`config.mk`:
```
export PLATFORM = sky130hd
export DESIGN_NAME = serial_add_seq
export DESIGN_NICKNAME = d
export VERILOG_FILES = /design/src/rtl/serial_add_seq.sv
export SDC_FILE = /design/constraint.sdc
export NUM_CORES = 1
export LEC_CHECK = 0
export BUFFER_PORTS_ARGS = -buffer_cell sky130_fd_sc_hd__buf_2
export CORE_MARGIN = 10
export CORE_UTILIZATION = 56
export DETAILED_ROUTE_END_ITERATION = 16
export PLACE_DENSITY = 0.79
export SYNTH_ARGS = -nofsm -noshare
export SYNTH_HDL_FRONTEND = slang
export SYNTH_SLANG_ARGS = --single-unit
```
`constraint.sdc`:
```
create_clock -name clk -period 4.3 [get_ports clk]
set_input_delay 0.645 -clock clk [delete_from_list [all_inputs] [get_ports clk]]
set_output_delay 0.645 -clock clk [all_outputs]
set_load 0.01 [all_outputs]
```
`src/rtl/serial_add_seq.sv`:
```
// Bit-serial adder sequencer: two W-bit operands in, W-bit sum plus carry-out back, one shared 1-bit add cell.
// Latency: W cycles from operand accept to out_valid; at most one operation per W+2 cycles.
// Backpressure: in_ready only in IDLE; the result is held in DONE until out_ready, with nothing queued meanwhile.
// Optional build macro SERIAL_ADD_SUB_EN: sub=1 computes a - b (cout=1 means no borrow); otherwise sub is ignored.

// Single-bit half adder used twice to form the serial full-add cell.
module half_adder (
  input  logic i_a,
  input  logic i_b,
  output logic o_s,
  output logic o_c
);
  assign o_s = i_a ^ i_b;
  assign o_c = i_a & i_b;
endmodule

module serial_add_seq #(
  parameter int W = 8
) (
  input  logic         clk,
  input  logic         rst,
  input  logic         in_valid,
  output logic         in_ready,
  input  logic [W-1:0] a,
  input  logic [W-1:0] b,
  input  logic         sub,
  output logic         out_valid,
  input  logic         out_ready,
  output logic [W-1:0] sum,
  output logic         cout,
  output logic         busy
);

  localparam int CW = $clog2(W + 1);

  typedef enum logic [1:0] {
    S_IDLE = 2'd0,
    S_RUN  = 2'd1,
    S_DONE = 2'd2
  } state_t;

  state_t        r_state;
  state_t        w_state_nxt;
  logic [W-1:0]  r_a;
  logic [W-1:0]  r_b;
  logic [W-1:0]  r_sum;
  logic [W-1:0]  w_sum_nxt;
  logic [CW-1:0] r_cnt;
  logic          r_carry;
  logic          r_sub;
  logic          w_accept;
  logic          w_last;
  logic          w_b_bit;
  logic          w_init_carry;
  logic          w_s0;
  logic          w_c0;
  logic          w_sum_bit;
  logic          w_c1;
  logic          w_cell_carry;

  assign w_accept = (r_state == S_IDLE) && in_valid;
  // The edge that processes counter value W-1 is the last RUN edge.
  assign w_last   = (r_cnt == CW'(W - 1));

`ifdef SERIAL_ADD_SUB_EN
  // Subtraction is a + ~b + 1: invert B into the cell and seed the carry with 1.
  assign w_b_bit      = r_b[0] ^ r_sub;
  assign w_init_carry = sub;
`else
  logic w_unused_sub;
  assign w_b_bit      = r_b[0];
  assign w_init_carry = 1'b0;
  assign w_unused_sub = r_sub;
`endif

  half_adder u_ha0 (
    .i_a (r_a[0]),
    .i_b (w_b_bit),
    .o_s (w_s0),
    .o_c (w_c0)
  );

  half_adder u_ha1 (
    .i_a (w_s0),
    .i_b (r_carry),
    .o_s (w_sum_bit),
    .o_c (w_c1)
  );

  assign w_cell_carry = w_c0 | w_c1;

  // Sum bits enter at the MSB so that after W shifts bit 0 lands in position 0.
  generate
    if (W == 1) begin : g_sum_w1
      assign w_sum_nxt = w_sum_bit;
    end else begin : g_sum_wn
      assign w_sum_nxt = {w_sum_bit, r_sum[W-1:1]};
    end
  endgenerate

  // State register.
  always_ff @(posedge clk or posedge rst) begin
    if (rst) r_state <= S_IDLE;
    else     r_state <= w_state_nxt;
  end

  // Next-state: accept in IDLE, W bit cycles in RUN, hold in DONE until taken.
  always_comb begin
    w_state_nxt = r_state;
    case (r_state)
      S_IDLE:  if (in_valid)  w_state_nxt = S_RUN;
      S_RUN:   if (w_last)    w_state_nxt = S_DONE;
      S_DONE:  if (out_ready) w_state_nxt = S_IDLE;
      default:                w_state_nxt = S_IDLE;
    endcase
  end

  // Handshake outputs decode straight from state.
  always_comb begin
    in_ready  = (r_state == S_IDLE);
    out_valid = (r_state == S_DONE);
    busy      = (r_state == S_RUN) || (r_state == S_DONE);
  end

  // Datapath: load operands on accept, shift one bit per RUN cycle; sum/carry hold otherwise.
  always_ff @(posedge clk or posedge rst) begin
    if (rst) begin
      r_a     <= '0;
      r_b     <= '0;
      r_sum   <= '0;
      r_cnt   <= '0;
      r_carry <= 1'b0;
      r_sub   <= 1'b0;
    end else if (w_accept) begin
      r_a     <= a;
      r_b     <= b;
      r_sub   <= sub;
      r_cnt   <= '0;
      r_carry <= w_init_carry;
    end else if (r_state == S_RUN) begin
      r_a     <= r_a >> 1;
      r_b     <= r_b >> 1;
      r_sum   <= w_sum_nxt;
      r_carry <= w_cell_carry;
      r_cnt   <= r_cnt + 1'b1;
    end
  end

  assign sum  = r_sum;
  assign cout = r_carry;

endmodule

```
==> results of run 1 <==
==> per-stage QoR <==
step,util [%],cells
global placement,64.37,180
finish,66.05,186
detailed placement,64.37,180
CTS,66.05,186
global route,66.05,186
floorplan,-,127
==> registers in the layout (all words and copies together), names as in the netlist <==
| signal | count |
|---|---|
| r_a | 8 |
| r_b | 8 |
| sum | 8 |
| r_cnt | 4 |
| r_state | 2 |
| cout | 1 |
==> Yosys cell counts (2+ instances only) <==
library cell  instances  area share [%]
mux2_2                9             7.1
nand2b_1              2            0.88
ha_1                  5             4.4
inv_1                 8             2.1
dfrtp_1              31              54
xor2_1                2             1.2
buf_2                 6             2.1
nand2_1              17             4.5
nor2_1                6             1.6
mux2i_1              15              11
o21ai_0              16             5.6
==> worst max-delay path, stage by stage, from the launching register on <==
cell	delay (ns)
dfrtp_1	0.40
inv_1	0.11
ha_1	0.92
a222oi_1	0.24
mux2_2	0.34
==> metal layers <==
layer	wire length [µm]	vias up	part of all wire, %
li1	-	479	-
met1	1028	433	41
met2	1195	25	48
met3	236	6	9.5
met4	37	0	1.5
met5	0	-	0
==> final cells by class <==
| cell class | instances | share of cell area [%] |
|---|---|---|
| multi-input combinational | 80 | 35.88 |
| timing repair buffer | 31 | 9.568 |
| tap | 30 | 2.315 |
| clock buffer | 6 | 2.546 |
| inverter | 8 | 1.852 |
| sequential | 31 | 47.84 |
==> worst min-delay path by stage <==
stage	start	end	slack (ns)
detailed placement	sum[0]	sum[0]	0.49
finish	sum[0]	sum[0]	0.51
floorplan	r_cnt[3]	r_cnt[3]	0.50
global placement	sum[0]	sum[0]	0.49
CTS	sum[0]	sum[0]	0.51
global route	a[2]	r_a[2]	0.53
==> placed cells by master (no fill, tap or decap), drive strengths merged <==
cell / n
xor2: 2
a211oi: 1
mux2i: 15
clkbuf: 6
buf: 31
mux2: 9
xnor2: 1
a222oi: 1
nor2: 6
nand2: 17
ha: 5
a21oi: 1
fa: 1
nand2b: 2
and2: 1
o21ai: 16
dfrtp: 31
inv: 8
nand4: 1
nand3b: 1
==> power by group through the flow <==
stage | clock, W | sequential, W | combinational (W)
global placement | 0 | 0.000514 | 0.000506
CTS | 0.000147 | 0.000521 | 0.000538
floorplan | 0 | 0.000526 | 0.000394
finish | 0.000143 | 0.000519 | 0.000525
detailed placement | 0 | 0.000525 | 0.000534
global route | 0.000158 | 0.000540 | 0.000597
==> logic make-up (layout without fill, tap and decap cells) <==
family	count (synthesis)	after routing	share of synthesized area [%]
flops	31	31	54.29
simple gates	28	28	8.319
mux	24	24	17.60
compound gates	19	19	7.180
buf+inv	16	45	4.991
fa+ha+maj	6	6	5.779
xor+xnor	3	3	1.839
==> results.yml, run 1 <==
timing:
  post-route-period-util_pct: 49.45
  tns_ns: 0
  post-route-min-period_ns: 2.127
  drv_slew: 0
  rsz0062_at_grt: "no"
  whs_ns: 0.5087
  fmax_mhz: 470.3
  clock-skew-final_ns: 0.004467
  relSlewSlack_pct: 24.55
  fin_ws_ns: 2.173
  hold_viol: 0
  tightestPinTransition_ns: 1.132
  finalSetupViolations: 0
setup_path:
  worstPathArrival_ns: 2.33
  r2r-end: "r_state[1]"
  endpoint: "r_state[1]"
  r2r_cells: 4
  cp-startpoint: "r_state[1]"
  path_class: "reg2reg"
  r2r_setup_slack_ns: 2.17
  worstPathMaxFanout: 23
  end_kind: "flip-flop"
  r2r_start: "r_state[1]"
  critPathRequiredTime_ns: 4.51
  startpoint_type: "flip-flop"
clock_network:
  ctsHoldBuffers: 0
  htreeDepth: 2
  cts_buffers: 5
  cts_sinks: 31
  clkTransAtPathRegs_ns: 0.08
  cts-resized-gates: 0
  clock_path_buffers: 2
  postCtsSetupBuffers: 0
  cts-root-buf: "clkbuf_4"
  cts_tree: "done"
  clock_latency_ns: 0.32
synthesis:
  syn-num-nets: 154
  syn_inst: 127
  syn_area_per_cell_um2: 11.25
  synth.yosys.seq_area_share_pct: 54.29
  yosys_warnings: 0
  synthArstFlopShare_pct: 100.0
  synthesis.area_um2: 1429
  yosysUniqueCellTypes: 21
  synth-edff-count: 0
  synthFlopType: "dfrtp_1"
  ys_ff_latch: 31
grt:
  use_met1_pct: 10.47
  busiest_layer: "met2"
  antenna_found_initial: 0
  grt_pass1_wl_um: 4353
  grt_max_degree: 38
  met3_usage_pct: 6.073
  use_met2_pct: 17.66
  grtUsageTotal_pct: 10.47
  grt_pass1_vias: 1018
  grt_overflow: 0
placement:
  place_ws_ns: 2.182
  dpl_cell_area_um2: 1580
  place_congestion: 0.7853
  portBuffers: 31
  dpl.hpwl_um: 1784
route:
  viasPerCell: 5.070
  dr.pass1.iters: 4
  postRouteAntennaNets: 0
  drt_iter0_drc: 35
  drc: 0
  vias: 943
  routedWlPerCell_um: 13.42
  totalWireLength_um: 2497
finish:
  seqCellArea_um2: 775.7
  fin_area_um2: 1622
  final_nets: 184
  syn_to_final_growth_pct: 13.49
  nFillCells: 205
  multi_input_area_um2: 581.8
  diodes: 0
  drive_gt1_share_pct: 28.85
pwr:
  p_switching_w: 0.0004384
  clockPowerShare_pct: 12.0
  seq_power_share_pct: 43.7
  power_frac_comb_pct: 44.2
  powerDensity_nw_per_um2: 732.1
  irDropWorstVdd_v: 0.0004901
  p_total_w: 0.001187
  p_int_w: 0.0007488
  p_leak_nw: 0.7781
  switching_share_pct: 36.93
outcome:
  status: "finished clean"
min_path:
  hold_path.class: "reg2reg"
  hold_depth: 1
floorplan:
  coreArea_um2: 2455
  row_count: 18
  dieHeight_um: 70.51
  die_x_um: 70.51
  pin_count: 33
  initial_core_util_pct: 58.21
  die_area_um2: 4972
job:
  cap_viol_max_count: 0
(Power assumes the default switching activity.)
==> inputs of run 2 (changes only) <==
- CORE_UTILIZATION: 56 -> 47
- PLACE_DENSITY: 0.79 -> 0.71
- clock period: 4.3 -> 1.8 ns (I/O delays scaled with it)
==> run 2 against run 1 <==
  * Total power up 140%
  * Combinational power up 140%
  * Clock skew up 0.0017 ns
  * Clock-buffer cell count up 1
  * Wire length up 1.5%
  * Largest power group unchanged
  * Critical path type unchanged
  * Worst hold slack worse by 0.51 ns
==> results.yml, run 2 (synthesis gave the netlist of run 1 again) <==
outcome:
  status: "finished clean"
timing:
  fmax_mhz: 618.7
  hold_viol: 0
  fin_ws_ns: 0.1838
  clock-skew-final_ns: 0.006200
  drv_slew: 0
  post-route-period-util_pct: 89.79
  tns_ns: 0
  rsz0062_at_grt: "no"
  relSlewSlack_pct: 71.69
  whs_ns: 0.003654
  tightestPinTransition_ns: 0.4247
  post-route-min-period_ns: 1.616
  finalSetupViolations: 0
clock_network:
  postCtsSetupBuffers: 0
  ctsHoldBuffers: 0
  cts_buffers: 5
  cts_sinks: 31
  clock_path_buffers: 2
  clkTransAtPathRegs_ns: 0.09
  clock_latency_ns: 0.32
  cts-root-buf: "clkbuf_4"
  cts_tree: "done"
  cts-resized-gates: 0
  htreeDepth: 2
grt:
  grt_pass1_vias: 1002
  grt_pass1_wl_um: 4436
  use_met2_pct: 16.38
  grt_max_degree: 38
  grtUsageTotal_pct: 10.48
  antenna_found_initial: 0
  use_met1_pct: 11.43
  grt_overflow: 0
  busiest_layer: "met2"
  met3_usage_pct: 5.782
setup_path:
  path_class: "reg2reg"
  worstPathMaxFanout: 4
  slowest_delay_ns: 0.43
  startpoint_type: "flip-flop"
  r2r_setup_slack_ns: 0.18
  crit_slowest_cell: "a222oi_1"
  r2r_cells: 4
  end_kind: "flip-flop"
  crit_chain: "inv_1, ha_1, a222oi_1, mux2_2"
  r2r-end: "r_state[0]"
  critPathRequiredTime_ns: 2.01
  worstPathArrival_ns: 1.83
  cp-startpoint: "r_state[0]"
  r2r_start: "r_state[0]"
route:
  routedWlPerCell_um: 13.20
  postRouteAntennaNets: 0
  viasPerCell: 5.057
  totalWireLength_um: 2535
  dr.pass1.iters: 4
  drc: 0
  drt_iter0_drc: 32
  vias: 971
placement:
  portBuffers: 31
  place_congestion: 0.6910
  dpl.hpwl_um: 1852
  place_ws_ns: 0.1856
finish:
  mostFrequentLayoutCells: "31 x dfrtp_1, 31 x buf_2, 17 x nand2_1"
  multi_input_area_um2: 581.8
  syn_to_final_growth_pct: 16.64
  final_nets: 187
  seqCellArea_um2: 775.7
  nFillCells: 253
  diodes: 0
  drive_gt1_share_pct: 30.43
  final_util_pct: 58.91
pwr:
  p_switching_w: 0.001052
  clockPowerShare_pct: 12.7
  powerDensity_nw_per_um2: 1727
  switching_share_pct: 36.56
  p_int_w: 0.001826
  seq_power_share_pct: 42.9
  p_total_w: 0.002878
  power_frac_comb_pct: 44.4
  p_leak_nw: 0.8018
  irDropWorstVdd_v: 0.0007519
floorplan:
  dieHeight_um: 75.14
  pin_count: 33
  die_area_um2: 5645
  initial_core_util_pct: 50.51
  die_x_um: 75.14
  coreArea_um2: 2829
  row_count: 19
min_path:
  hold_path.class: "in2async"
job:
  cap_viol_max_count: 0
[run 2: metal layers]
metal	up-vias	part of all wire, %
met2	26	50
met1	456	43
met4	0	0.67
li1	487	-
met3	2	6.5
met5	-	0
[run 2: worst max-delay path by stage]
stage	end	slack, ns	depth (start not counted)
after floorplan	r_state[0]	0.25	4
after detailed placement	r_state[0]	0.19	4
after global placement	r_state[1]	0.26	4
after global routing	r_state[0]	0.06	4
after CTS	r_state[0]	0.17	4
final	r_state[0]	0.18	4
[run 2: area by class of cell]
cell class | count | area share, %
flip-flops and latches | 31 | 46.55
multi-input cells | 80 | 34.91
repair buffers | 34 | 11.41
clock buffers | 7 | 2.703
well taps | 31 | 2.327
inverters | 8 | 1.802
clock inverters | 1 | 0.3003
[run 2: power groups by stage]
stage	Combinational (W)	Sequential (W)	Clock (W)
floorplan	0.000940	0.00126	0
detailed placement	0.00131	0.00125	0
global placement	0.00126	0.00123	0
finish	0.00128	0.00123	0.000367
global route	0.00146	0.00129	0.000423
CTS	0.00131	0.00124	0.000391
[run 2: critical path, delay by kind of cell, from the launching register on]
kind	cells	cell delay [ns]
AOI/OAI and AO/OA	1	0.43
muxes	1	0.39
buffers and inverters	1	0.08
adders and majority gates	1	0.21
DFF	1	0.40
[run 2: per-stage QoR]
stage | cell area, µm² | cells
floorplan | 1429 | 127
finish | 1667 | 192
global route | 1667 | 192
CTS | 1667 | 192
detailed placement | 1617 | 184
global placement | 1617 | 184
==> inputs of run 3 (changes only) <==
- ABC_AREA: default -> 1
==> run 3 against run 2 <==
  * Synthesized cell count is 34% higher
  * Combinational power is 7% lower
  * Cell count is 29% higher
  * Register-to-register slack better by 0.12 ns
  * Sequential power is 6% lower
  * Total power is 5.4% lower
  * Global-route usage is 0.13 points higher
  * Critical path depth is 1 lower
  * Largest power group unchanged
==> results.yml, run 3 <==
clock_network:
  ctsHoldBuffers: 0
  cts-root-buf: "clkbuf_4"
  cts_sinks: 31
  cts_tree: "done"
  clock_path_buffers: 2
  cts-resized-gates: 0
  cts_buffers: 5
  htreeDepth: 2
  clock_latency_ns: 0.32
  postCtsSetupBuffers: 0
  clkTransAtPathRegs_ns: 0.09
synthesis:
  synthesis.area_um2: 1480
  synth_top_area_cell: "dfrtp_1"
  post-synth-top-count-cell: "nand3_1"
  yosysUniqueCellTypes: 19
  synthArstFlopShare_pct: 100.0
  ys_top_cells_by_count: "43 x nand3_1, 42 x nand2_1, 31 x dfrtp_1"
  synthFlopType: "dfrtp_1"
  ys_ff_latch: 31
  syn_inst: 170
  synth_top_cell_area_share_pct: 52.41
  syn_area_per_cell_um2: 8.707
  synth.yosys.seq_area_share_pct: 52.41
  synth-edff-count: 0
  syn-num-nets: 197
  ys_top_cells_by_area: "dfrtp_1 52%, nand3_1 15%, nand2_1 11%"
  yosys_warnings: 0
setup_path:
  r2r_start: "r_state[1]"
  worstPathArrival_ns: 1.27
  r2r_setup_slack_ns: 0.30
  critPathRequiredTime_ns: 1.53
  startpoint_type: "flip-flop"
  end_kind: "primary output"
  endpoint: "in_ready"
  path_class: "reg2out"
  r2r-end: "r_b[0]"
  cp-startpoint: "r_state[1]"
  r2r_cells: 6
  worstPathMaxFanout: 4
pwr:
  switching_share_pct: 41.61
  power_frac_comb_pct: 43.8
  seq_power_share_pct: 42.5
  irDropWorstVdd_v: 0.0006965
  p_int_w: 0.001590
  p_leak_nw: 0.9014
  p_switching_w: 0.001134
  clockPowerShare_pct: 13.6
  powerDensity_nw_per_um2: 1597
finish:
  seqCellArea_um2: 775.7
  nFillCells: 313
  mostFrequentLayoutCell: "nand3_1"
  multi_input_area_um2: 580.6
  finalNonFillerCells: 248
  final_util_pct: 56.32
  syn_to_final_growth_pct: 15.22
  final_nets: 230
  diodes: 0
  drive_gt1_share_pct: 22.06
  mostFrequentLayoutCells: "43 x nand3_1, 42 x nand2_1, 31 x dfrtp_1, 31 x buf_2, 14 x inv_1"
timing:
  rsz0062_at_grt: "no"
  post-route-period-util_pct: 85.64
  finalSetupViolations: 0
  drv_slew: 0
  tns_ns: 0
  fmax_mhz: 648.7
  clock-skew-final_ns: 0.01007
  hold_viol: 0
  post-route-min-period_ns: 1.542
  relSlewSlack_pct: 74.49
  tightestPinTransition_ns: 0.3827
  whs_ns: 0.01005
grt:
  antenna_found_initial: 0
  grt_pass1_vias: 1223
  grt_max_degree: 35
  grtUsageTotal_pct: 10.61
  grt_overflow: 0
  grt_pass1_wl_um: 5154
floorplan:
  dieHeight_um: 76.12
  coreArea_um2: 3028
  pin_count: 33
  row_count: 20
  die_x_um: 76.12
  initial_core_util_pct: 48.88
  die_area_um2: 5794
route:
  drc: 0
  viasPerCell: 4.859
  drt_iter0_drc: 46
  postRouteAntennaNets: 0
  vias: 1205
  dr.pass1.iters: 4
  totalWireLength_um: 2900
  routedWlPerCell_um: 11.69
min_path:
  hold_path.class: "in2async"
outcome:
  status: "finished clean"
placement:
  dpl.hpwl_um: 2151
  portBuffers: 31
  dp.cells: 240
  place_congestion: 0.7307
job:
  cap_viol_max_count: 0
## run 3: cell types whose count changed after synthesis, sizes merged, moves of 2 or more
cell,delta
inv,+9
mux2,-9
mux2i,-15
nand2,+26
nand2b,-2
nand3,+43
o211ai,+2
o21ai,-6
xor2,-2
## run 3: power groups by stage
stage | Sequential, W | Clock (W) | Combinational [W]
finish | 0.00116 | 0.000372 | 0.00119
global placement | 0.00116 | 0 | 0.00117
floorplan | 0.00118 | 0 | 0.000921
detailed placement | 0.00118 | 0 | 0.00121
CTS | 0.00116 | 0.000388 | 0.00122
global route | 0.00120 | 0.000427 | 0.00139
## run 3: logic make-up after synthesis
| logic type | synth area share, % |
|---|---|
| AO/OA/AOI/OAI | 5.578 |
| flip-flops | 52.41 |
| AND/OR/NAND/NOR | 28.06 |
| buffers and inverters | 8.369 |
| adder cells (fa/ha/maj) | 5.579 |
## run 3: per-layer routing
metal / track usage, % / part of all wire [%] / vias up
li1: - / - / 619
met1: 11.27 / 44 / 556
met2: 17.86 / 49 / 25
met3: 4.363 / 6.1 / 5
met4: 5.019 / 1.5 / 0
met5: 0 / 0 / -
## run 3: per-stage QoR
step           setup WS, ns  area [µm²]  total power [W]
6_report             0.2584        1705         0.002724
5_1_grt              0.1611        1705         0.003020
4_1_cts              0.2360        1705         0.002773
3_5_place_dp         0.3033        1655         0.002388
3_3_place_gp         0.3524        1655         0.002326
2_1_floorplan        0.5133        1480         0.002097
## run 3: worst min path at each step
stage	from	to	slack, ns	cells past startpoint
3_5_place_dp	rst	r_state[1]	0.38	3
4_1_cts	rst	r_state[1]	0.03	3
3_3_place_gp	rst	r_state[1]	0.36	3
2_1_floorplan	rst	cout	0.37	1
6_report	rst	r_state[1]	0.01	3
5_1_grt	rst	r_state[1]	0.03	3
## run 3: cell type report
cell class | instances | share of cell area [%]
timing repair buffer | 34 | 10.42
inverter | 17 | 3.888
multi-input combinational | 114 | 34.04
clock buffer | 7 | 2.641
clock inverter | 1 | 0.2935
tap | 44 | 3.228
sequential | 31 | 45.49
## run 3: worst max-delay path: stages (launching register included)
cell	delay, ns
dfrtp_1	0.42
inv_1	0.12
ha_1	0.25
buf_2	0.16
